**src/rtl/npu_kernel_pkg.sv**
```systemverilog
// Shared constants and types for the kernel weight path between the loader
// and the convolution MAC array.
package npu_kernel_pkg;

  localparam int DEF_KERNEL_REG_ADDR_WIDTH = 5;
  localparam int DEF_WEIGHT_WIDTH          = 8;
  localparam int ELEM_COUNT_WIDTH          = 6;

  function automatic int max_elem_count(input int addr_width);
    return 2 ** addr_width;
  endfunction

  localparam int MAX_ELEM_COUNT = max_elem_count(DEF_KERNEL_REG_ADDR_WIDTH);

  typedef enum logic {
    IDLE   = 1'b0,
    STREAM = 1'b1
  } rd_state_e;

endpackage

```
**src/rtl/kernel_reg_file.sv**
```systemverilog
// One kernel weight bank: synchronous write port plus a registered read port
// whose output register doubles as the streamed weight register.
module kernel_reg_file
  import npu_kernel_pkg::*;
#(
  parameter int ADDR_WIDTH = DEF_KERNEL_REG_ADDR_WIDTH,
  parameter int DATA_WIDTH = DEF_WEIGHT_WIDTH
) (
  input  logic                  i_clk,
  input  logic                  i_rst,
  input  logic                  wr_en,
  input  logic [ADDR_WIDTH-1:0] wr_addr,
  input  logic [DATA_WIDTH-1:0] wr_data,
  input  logic                  rd_en,
  input  logic [ADDR_WIDTH-1:0] rd_addr,
  output logic [DATA_WIDTH-1:0] rd_data
);

  localparam int DEPTH = 2 ** ADDR_WIDTH;

  logic [DATA_WIDTH-1:0] mem [DEPTH];

  // NOTE: the storage array has no reset so it can map onto a RAM/regfile macro;
  // only the read register below is reset.
  always_ff @(posedge i_clk) begin
    if (wr_en) begin
      mem[wr_addr] <= wr_data;
    end
  end

  // NOTE: sequential state is always assigned with <= so every flop samples
  // pre-edge values regardless of statement order.
  always_ff @(posedge i_clk or posedge i_rst) begin
    if (i_rst) begin
      rd_data <= '0;
    end else if (rd_en) begin
      rd_data <= mem[rd_addr];
    end
  end

endmodule

```
**src/rtl/kernel_weight_bank.sv**
```systemverilog
// Ping-pong kernel weight store: loader fills one bank while the other is
// streamed in address order to the MAC array over valid/ready.
module kernel_weight_bank
  import npu_kernel_pkg::*;
#(
  parameter int KERNEL_REG_ADDR_WIDTH = DEF_KERNEL_REG_ADDR_WIDTH,
  parameter int WEIGHT_WIDTH          = DEF_WEIGHT_WIDTH
) (
  input  logic                             i_clk,
  input  logic                             i_rst,
  input  logic                             i_wr_en,
  input  logic [KERNEL_REG_ADDR_WIDTH-1:0] i_wr_addr,
  input  logic [WEIGHT_WIDTH-1:0]          i_wr_data,
  input  logic                             i_load_done,
  input  logic [ELEM_COUNT_WIDTH-1:0]      i_elem_count,
  input  logic                             i_rd_start,
  input  logic                             i_rd_ready,
  output logic [WEIGHT_WIDTH-1:0]          o_weight,
  output logic                             o_weight_valid,
  output logic                             o_weight_last,
  output logic                             o_bank_avail,
  output logic                             o_wr_free,
  output logic                             o_err
);

  localparam int AW = KERNEL_REG_ADDR_WIDTH;
  localparam int CW = ELEM_COUNT_WIDTH;
  localparam logic [CW-1:0] MAX_COUNT = CW'(max_elem_count(AW));

  logic [1:0]              full_q, full_d;
  logic [CW-1:0]           count_q [2];
  logic                    wr_bank_q, rd_bank_q;
  logic                    err_q;
  rd_state_e               state_q, state_d;
  logic [AW-1:0]           idx_q, idx_inc;
  logic                    last_q;

  logic                    wr_open, count_ok, wr_accept, close_bank, load_err;
  logic                    handshake, stream_end, stream_start;
  logic                    rd_en;
  logic [AW-1:0]           rd_addr;
  logic [WEIGHT_WIDTH-1:0] bank_rd_data [2];

  // NOTE: every signal written in always_comb gets a value on every path
  // (here unconditionally), otherwise a latch is inferred.
  always_comb begin
    wr_open      = !full_q[wr_bank_q];
    wr_accept    = i_wr_en && wr_open;
    count_ok     = (i_elem_count != '0) && (i_elem_count <= MAX_COUNT);
    close_bank   = i_load_done && wr_open && count_ok;
    load_err     = (i_wr_en && !wr_open) || (i_load_done && !close_bank);
    handshake    = (state_q == STREAM) && i_rd_ready;
    stream_end   = handshake && last_q;
    stream_start = (state_q == IDLE) && i_rd_start && full_q[rd_bank_q];
    idx_inc      = idx_q + AW'(1);
  end

  // Closing the write bank and retiring the read bank can coincide; they
  // always address different banks, so both updates are applied.
  always_comb begin
    full_d = full_q;
    if (close_bank) full_d[wr_bank_q] = 1'b1;
    if (stream_end) full_d[rd_bank_q] = 1'b0;
  end

  always_ff @(posedge i_clk or posedge i_rst) begin
    if (i_rst) begin
      full_q     <= '0;
      count_q[0] <= '0;
      count_q[1] <= '0;
      wr_bank_q  <= 1'b0;
      rd_bank_q  <= 1'b0;
      err_q      <= 1'b0;
    end else begin
      full_q <= full_d;
      if (close_bank) begin
        count_q[wr_bank_q] <= i_elem_count;
        wr_bank_q          <= !wr_bank_q;
      end
      if (stream_end) rd_bank_q <= !rd_bank_q;
      if (load_err)   err_q     <= 1'b1;
    end
  end

  // Reader FSM: state register.
  always_ff @(posedge i_clk or posedge i_rst) begin
    if (i_rst) state_q <= IDLE;
    else       state_q <= state_d;
  end

  // Reader FSM: next-state logic.
  always_comb begin
    state_d = state_q;
    case (state_q)
      IDLE:    if (stream_start) state_d = STREAM;
      STREAM:  if (stream_end)   state_d = IDLE;
      default: state_d = IDLE;
    endcase
  end

  // Index and last flag track the beat currently held in the read registers,
  // so last is registered alongside the weight and holds through stalls.
  always_ff @(posedge i_clk or posedge i_rst) begin
    if (i_rst) begin
      idx_q  <= '0;
      last_q <= 1'b0;
    end else if (stream_start) begin
      idx_q  <= '0;
      last_q <= (count_q[rd_bank_q] == CW'(1));
    end else if (handshake) begin
      if (last_q) begin
        last_q <= 1'b0;
      end else begin
        idx_q  <= idx_inc;
        last_q <= (CW'(idx_inc) == count_q[rd_bank_q] - CW'(1));
      end
    end
  end

  // Reader FSM: outputs and read-port control.
  always_comb begin
    o_weight_valid = (state_q == STREAM);
    o_weight_last  = last_q;
    o_bank_avail   = full_q[rd_bank_q] && (state_q == IDLE);
    o_wr_free      = !full_q[wr_bank_q];
    o_err          = err_q;
    rd_en          = stream_start || (handshake && !last_q);
    rd_addr        = stream_start ? '0 : idx_inc;
    o_weight       = bank_rd_data[rd_bank_q];
  end

  for (genvar b = 0; b < 2; b++) begin : g_bank
    kernel_reg_file #(
      .ADDR_WIDTH (AW),
      .DATA_WIDTH (WEIGHT_WIDTH)
    ) u_bank (
      .i_clk   (i_clk),
      .i_rst   (i_rst),
      .wr_en   (wr_accept && (wr_bank_q == 1'(b))),
      .wr_addr (i_wr_addr),
      .wr_data (i_wr_data),
      .rd_en   (rd_en && (rd_bank_q == 1'(b))),
      .rd_addr (rd_addr),
      .rd_data (bank_rd_data[b])
    );
  end

endmodule

```
**config.mk**
```make
export PLATFORM = sky130hd
export DESIGN_NAME = kernel_weight_bank
export DESIGN_NICKNAME = d
export VERILOG_FILES = /design/src/rtl/npu_kernel_pkg.sv /design/src/rtl/kernel_reg_file.sv /design/src/rtl/kernel_weight_bank.sv
export SDC_FILE = /design/constraint.sdc
export NUM_CORES = 1
export LEC_CHECK = 0
export CORE_MARGIN = 5
export CORE_UTILIZATION = 40
export DETAILED_ROUTE_END_ITERATION = 8
export SYNTH_ARGS = -nofsm -noshare
export SYNTH_HDL_FRONTEND = slang
export SYNTH_SLANG_ARGS = --single-unit
```
**constraint.sdc**
```tcl
create_clock -name i_clk -period 2.4 [get_ports i_clk]
set_clock_uncertainty 0.05 [all_clocks]
set_input_delay 0.24 -clock i_clk [delete_from_list [all_inputs] [get_ports i_clk]]
set_output_delay 0.24 -clock i_clk [all_outputs]
set_load 0.05 [all_outputs]
```
Word-level counts from Yosys, hierarchy flattened --
Memory sizes are Yosys's and may differ from the RTL's. A register that Yosys moved wholly into a read port is not among the register bits. Index checks and enable logic that the tools add are counted.
Word-level totals: register bits 24, memory bits (writable) 512, bits of input ports 25, output and inout bits 13, logic and storage cells 94, memories 2
Operators by class: $add $sub $neg 2, magnitude comparators 8, equal/unequal tests 3, mux-type cells 33, bitwise logic cells 8, reduce and logical (&&, ||, !) cells 29
Memories:
- g_bank[0].u_bank.mem | words 32, width 8, rd ports 1, clocked after memory_dff 1, wr ports 1, RTL line kernel_reg_file.sv:21 | logic [DATA_WIDTH-1:0] mem [DEPTH];
- g_bank[1].u_bank.mem | words 32, width 8, rd ports 1, clocked after memory_dff 1, wr ports 1, RTL line kernel_reg_file.sv:21
Operators by type and width (number):
- 6-bit 2-to-1 mux | 4
- 8-bit 2-to-1 mux | 3
- 5-bit 2-to-1 mux | 4
- 1-bit logical AND | 19
- 1-bit 2-to-1 mux | 15
- 12-bit bitwise mux | 1
- 6-bit demux with 1-bit select | 1
- 5-bit by 6-bit == test with 1-bit output | 1
- 6-bit by 1-bit == test with 1-bit output, second input constant | 1
- 6-bit <= comparator, second input constant | 1
- 6-bit nonzero test | 1
- 6-bit by 1-bit subtractor with 6-bit output, second input constant | 1
- 5-bit by 1-bit adder with 5-bit output, second input constant | 1
- 1-bit zero test | 5
- 2-bit greater-or-equal comparator, second input constant | 2
- 1-bit by 2-bit less-than comparator with 1-bit output, second input constant | 2
- 2-bit 2-to-1 mux | 2
- 1-bit NOT with 2-bit output | 2
- 1-bit NOT | 3
- 2-bit bitwise AND | 1
- 1-bit demux with 1-bit select | 2
- 1-bit greater-or-equal comparator, second input constant | 2
- 1-bit logical OR | 2
- 2-bit by 1-bit less-than comparator with 1-bit output, second input constant | 1
- other kinds (6) | 6

Longest topological paths before layout --
depth in word-level cells 9, depth in mapped cells 10, gate-level depth less buffers 7

By module --
Synthesis repeated with hierarchy kept, for this count alone.
Second synthesis, totals: cells, all modules 1328, area total of the unflattened synthesis 22345.2 µm²
Modules (own cells, without submodules):
- kernel_reg_file | times used 2, cells each 592, area an instance 10415.0 µm², seq. area each 7887.6 µm²
- kernel_weight_bank | times used 1, cells each 144, area an instance 1515.2 µm², seq. area each 600.6 µm²

Worst setup path before layout --
OpenSTA, ideal clock, no wires.
path kind flip-flop to flip-flop, from reg rd_bank_q, to reg last_q, in the netlist o_weight_last, setup time 0.116 ns, data arrival time 2.445 ns, required time 2.234 ns, setup slack -0.210 ns, stages on the path, launching flop included 11, buffers on the path 3, period minus slack after synthesis 2.610 ns, path through dfrtp_1 > buf_1 > clkbuf_1 > buf_1 > mux2i_1 > ha_1 > xor2_1 > nand3_1 > nor3_1 > o2111ai_1 > o311ai_0
Between the ends: longest elaborated chain between the ends 9, elaborated cells between the ends (all ways) 14, classes of those cells add/sub (1); eq/ne (2); mux (8); bitwise (1); reduce/logical (2)
Ends and longest elaborated chain:
- start, declared | RTL line kernel_weight_bank.sv:32 | logic wr_bank_q, rd_bank_q;
- start signal, assigned | RTL line kernel_weight_bank.sv:80 | if (stream_end) rd_bank_q <= !rd_bank_q;
- 1-bit NOT with 2-bit output (implied by the code) | RTL line kernel_weight_bank.sv:109, kernel_weight_bank.sv:115
- 6-bit 2-to-1 mux (implied by the code) (3 in a row) | RTL line kernel_weight_bank.sv:109, kernel_weight_bank.sv:115
- 6-bit by 1-bit subtractor with 6-bit output | RTL line kernel_weight_bank.sv:115 | last_q <= (CW'(idx_inc) == count_q[rd_bank_q] - CW'(1));
- 5-bit by 6-bit == test with 1-bit output | RTL line kernel_weight_bank.sv:115
- 1-bit 2-to-1 mux | RTL line kernel_weight_bank.sv:111 | if (last_q) begin
- 1-bit 2-to-1 mux | RTL line kernel_weight_bank.sv:110 | end else if (handshake) begin
- 1-bit 2-to-1 mux | RTL line kernel_weight_bank.sv:107 | end else if (stream_start) begin
- end signal, assigned | RTL line kernel_weight_bank.sv:109 | last_q <= (count_q[rd_bank_q] == CW'(1));
- end signal, assigned | RTL line kernel_weight_bank.sv:115
- end, declared | RTL line kernel_weight_bank.sv:36 | logic last_q;
Parallel ways exist; a longest one is shown, timed or not. The select of a mux whose other input is x is not followed. A chain may end at the register's enable or synchronous reset.

Worst setup path after layout --
from reg idx_q[0], to reg g_bank[1].u_bank.rd_data[6], read port of g_bank[1].u_bank.mem
Between the ends: longest elaborated chain between the ends 2
Ends and longest elaborated chain:
- start, declared | RTL line kernel_weight_bank.sv:35 | logic [AW-1:0] idx_q, idx_inc;
- start signal, assigned | RTL line kernel_weight_bank.sv:114 | idx_q <= idx_inc;
- 5-bit by 1-bit adder with 5-bit output | RTL line kernel_weight_bank.sv:55 | idx_inc = idx_q + AW'(1);
- 5-bit 2-to-1 mux | RTL line kernel_weight_bank.sv:128 | rd_addr = stream_start ? '0 : idx_inc;
- end, declared | RTL line kernel_reg_file.sv:16 | output logic [DATA_WIDTH-1:0] rd_data
No other way between the ends.

==> results.ini <==
[route]
drc_errors = 0
postRouteAntennaNets = 0
num_vias = 14000
drt-vias-per-instance = 5.66
routed_wl_mm = 64.7
wl_per_cell_um = 26.2
drt_iter0_markers = 1730
first_pass_iters = 5

[min_path]
worstHoldPathCells = 2
hold_path_class = in -> reg

[worst_setup_path]
cp.arrival_ps = 3000
rr_worst_depth = 9
cp.required_ps = 2860
critical_path.max_fanout = 7
critical_path_class = reg -> reg
cp-start-kind = register
worstSetupEndpointType = register

[synthesis]
synth.cell_area_um2 = 22600
synth-edff-count = 512
synthMuxAreaShare_pct = 11.3
yosys.area_share.xor_xnor_pct = 0.687
syn-num-nets = 1413
ys_ff_latch = 552
synth_cell_type_count = 64
synth-simple-area-share_pct = 5.51
async_flop_share_pct = 7.25
synth_warnings = 0
netlist_instances = 1385
synth_compound_area_share_pct = 7.77
postSynthAreaPerCell_um2 = 16.3
synthAdderAreaFrac_pct = 0.166
ys.flop_type = edfxtp_1
yosysSeqAreaShare_pct = 72.6
synth_top_family_by_area = multiplexers

[finish]
area_delta_synth_final_pct = 25.2
drive_gt1_share_pct = 32.9
num_antenna_cells = 0
utilization_pct = 50.3
nNetsFinal = 1700

[clock_tree]
path_clk_slew_ps = 60
clockBufferDepth = 3
cts.sinks = 552
insertion_delay_ps = 620
numCtsBuffers = 55
cts_tree = done
cts-root-buf = clkbuf_16
htree_levels = 2

[die]
start_util_pct = 40.2
num_rows = 87
die_area_um2 = 61300
core_um2 = 56200
fp.dieH_um = 248
dieWidth_um = 248
io_pins = 38

[timing]
fin_setup_tns_ps = -510
finalMaxSlewViolations = 0
max_freq_mhz = 393
rsz0062_at_grt = true
worstMarginPinSlew_ps = 801
period_needed_ps = 2550
setup_viol = 12
max_slew_margin_pct = 46.6
timing.final.ws_setup_ps = -147
min_period_over_period_pct = 106
hold_viol_final = 0

[power]
powerDensity_nw_per_um2 = 1320
p_leak_nw = 9.60
ir_worst_vdd_mv = 0.962

[grt]
grt_start_max_net_pins = 65
grt_pass1_vias = 13800
antenna_found_initial = 2
grtUsageTotal_pct = 20.9
grt_pass1_wl_mm = 94.4
grt-ovfl-total = 0

[placement]
place_ws_ps = -239
place_congestion = 0.915
hpwl_mm = 42.0
portBuffers = 37

[run_status]
status = finished, violations left
violations = negative setup slack

[run]
cap_violations = 0

-- placed cells by master (no fill, tap or decap), types with 8 or more instances in the layout --
| master | netlist | routed |
|---|---|---|
| edfxtp_1 | 512 | 512 |
| buf_2 | 25 | 8 |
| mux4_2 | 65 | 65 |
| buf_6 | 4 | 22 |
| nand3_1 | 27 | 27 |
| clkbuf_1 | 36 | 12 |
| a21oi_1 | 39 | 33 |
| dfrtp_1 | 40 | 39 |
| o21a_1 | 13 | 9 |
| clkinv_2 | 0 | 8 |
| clkinv_1 | 0 | 13 |
| clkdlybuf4s50_1 | 0 | 19 |
| mux2_2 | 26 | 26 |
| a31oi_1 | 23 | 18 |
| mux2i_1 | 79 | 70 |
| buf_4 | 14 | 229 |
| o21ai_2 | 0 | 12 |
| nor2_1 | 119 | 110 |
| o21ai_1 | 1 | 23 |
| nand2_1 | 102 | 98 |
| clkbuf_16 | 0 | 56 |
| o211ai_1 | 17 | 17 |
| buf_12 | 0 | 21 |
| a211oi_2 | 5 | 10 |
| xnor2_1 | 11 | 10 |
| o21ai_0 | 78 | 44 |
-- synth_stat cells (25+ instances only) --
| master | n | area share [%] |
|---|---|---|
| dfrtp_1 | 40 | 4.4 |
| mux2i_1 | 79 | 3.5 |
| mux2_2 | 26 | 1.3 |
| mux4_2 | 65 | 6.5 |
| o21ai_0 | 78 | 1.7 |
| nand2_1 | 102 | 1.7 |
| clkbuf_1 | 36 | 0.60 |
| a21oi_1 | 39 | 0.86 |
| buf_2 | 25 | 0.55 |
| nand3_1 | 27 | 0.60 |
| nor2_1 | 119 | 2.0 |
| edfxtp_1 | 512 | 68 |
-- repair_timing --
action / in CTS / in global routing
setup endpoints to repair: 22 / 17
cloned: 5 / 1
endpoints found under the hold margin: 22 / 0
pin swaps: 20 / 30
gates resized for setup: 85 / 97
hold buffers: 2 / 0
setup buffers: 14 / 16
-- through the flow --
step / cells / hold slack (ps) / total power [W] / instance area (um2)
4_1_cts: 2457 / 101 / 0.0358 / 27800
3_5_place_dp: 2338 / 450 / 0.0261 / 25500
6_report: 2471 / 55.8 / 0.0372 / 28300
3_3_place_gp: 2338 / 435 / 0.0260 / 25500
2_1_floorplan: 1385 / 289 / 0.0197 / 22600
5_1_grt: 2471 / 71.8 / 0.0386 / 28300
-- sequential cells by signal, indices dropped and copies added (netlist names) --
| signal | flops |
|---|---|
| g_bank.u_bank.mem | 512 |
| rd_bank_q | 1 |
| count_q | 12 |
| wr_bank_q | 1 |
| g_bank.u_bank.rd_data | 16 |
| o_err | 1 |
| idx_q | 5 |
| o_weight_valid | 1 |
| o_weight_last | 1 |
| full_q | 2 |
-- metal layers --
metal / track usage (%) / part of all wire, %
met5: 0 / 0.020
met4: 6.64 / 3.4
met3: 4.29 / 8.7
met2: 32.7 / 46
met1: 29.8 / 42
-- layout make-up --
type	count	area (um2)
fillers	4686	27900
flip-flops and latches	552	16400
multi-input cells	742	6330
repair buffers	312	2890
clock buffers	67	1420
well taps	756	946
clock inverters	33	263
inverters	9	37.5
-- power by group --
group	switching [W]	internal (W)
combinational	0.00974	0.00803
clock	0.00364	0.00454
sequential	0.000400	0.0109
-- kinds of logic after synthesis --
logic type,Yosys count
AOI/OAI and AO/OA,263
xor gates and xnor gates,16
adders and majority gates,3
buffers and inverters,91
DFF,552
muxes,170
and+or+nand+nor,290
-- worst max-delay path, cell delays in order, from the launching register on --
cell and delay, ps:
dfrtp_4 500, ha_4 190, buf_4 160, xnor2_4 290, buf_12 190, buf_4 180, a311oi_1 110, o21ai_1 260
o211ai_1 240, a211oi_2 260
-- path summary, 6_finish.rpt --
path                              start                     endpoint  slack, ps
max                            idx_q[0]  g_bank[1].u_bank.rd_data[6]       -150
max reg2reg                    idx_q[0]  g_bank[1].u_bank.rd_data[6]       -150
min reg2reg                       o_err                        o_err        450
min                        i_wr_data[2]  g_bank[0].u_bank.mem[11][2]         60
min in group asynchronous         i_rst                   count_q[6]        550
max in group asynchronous         i_rst                   count_q[1]       1170
(Power assumes the default switching activity.)
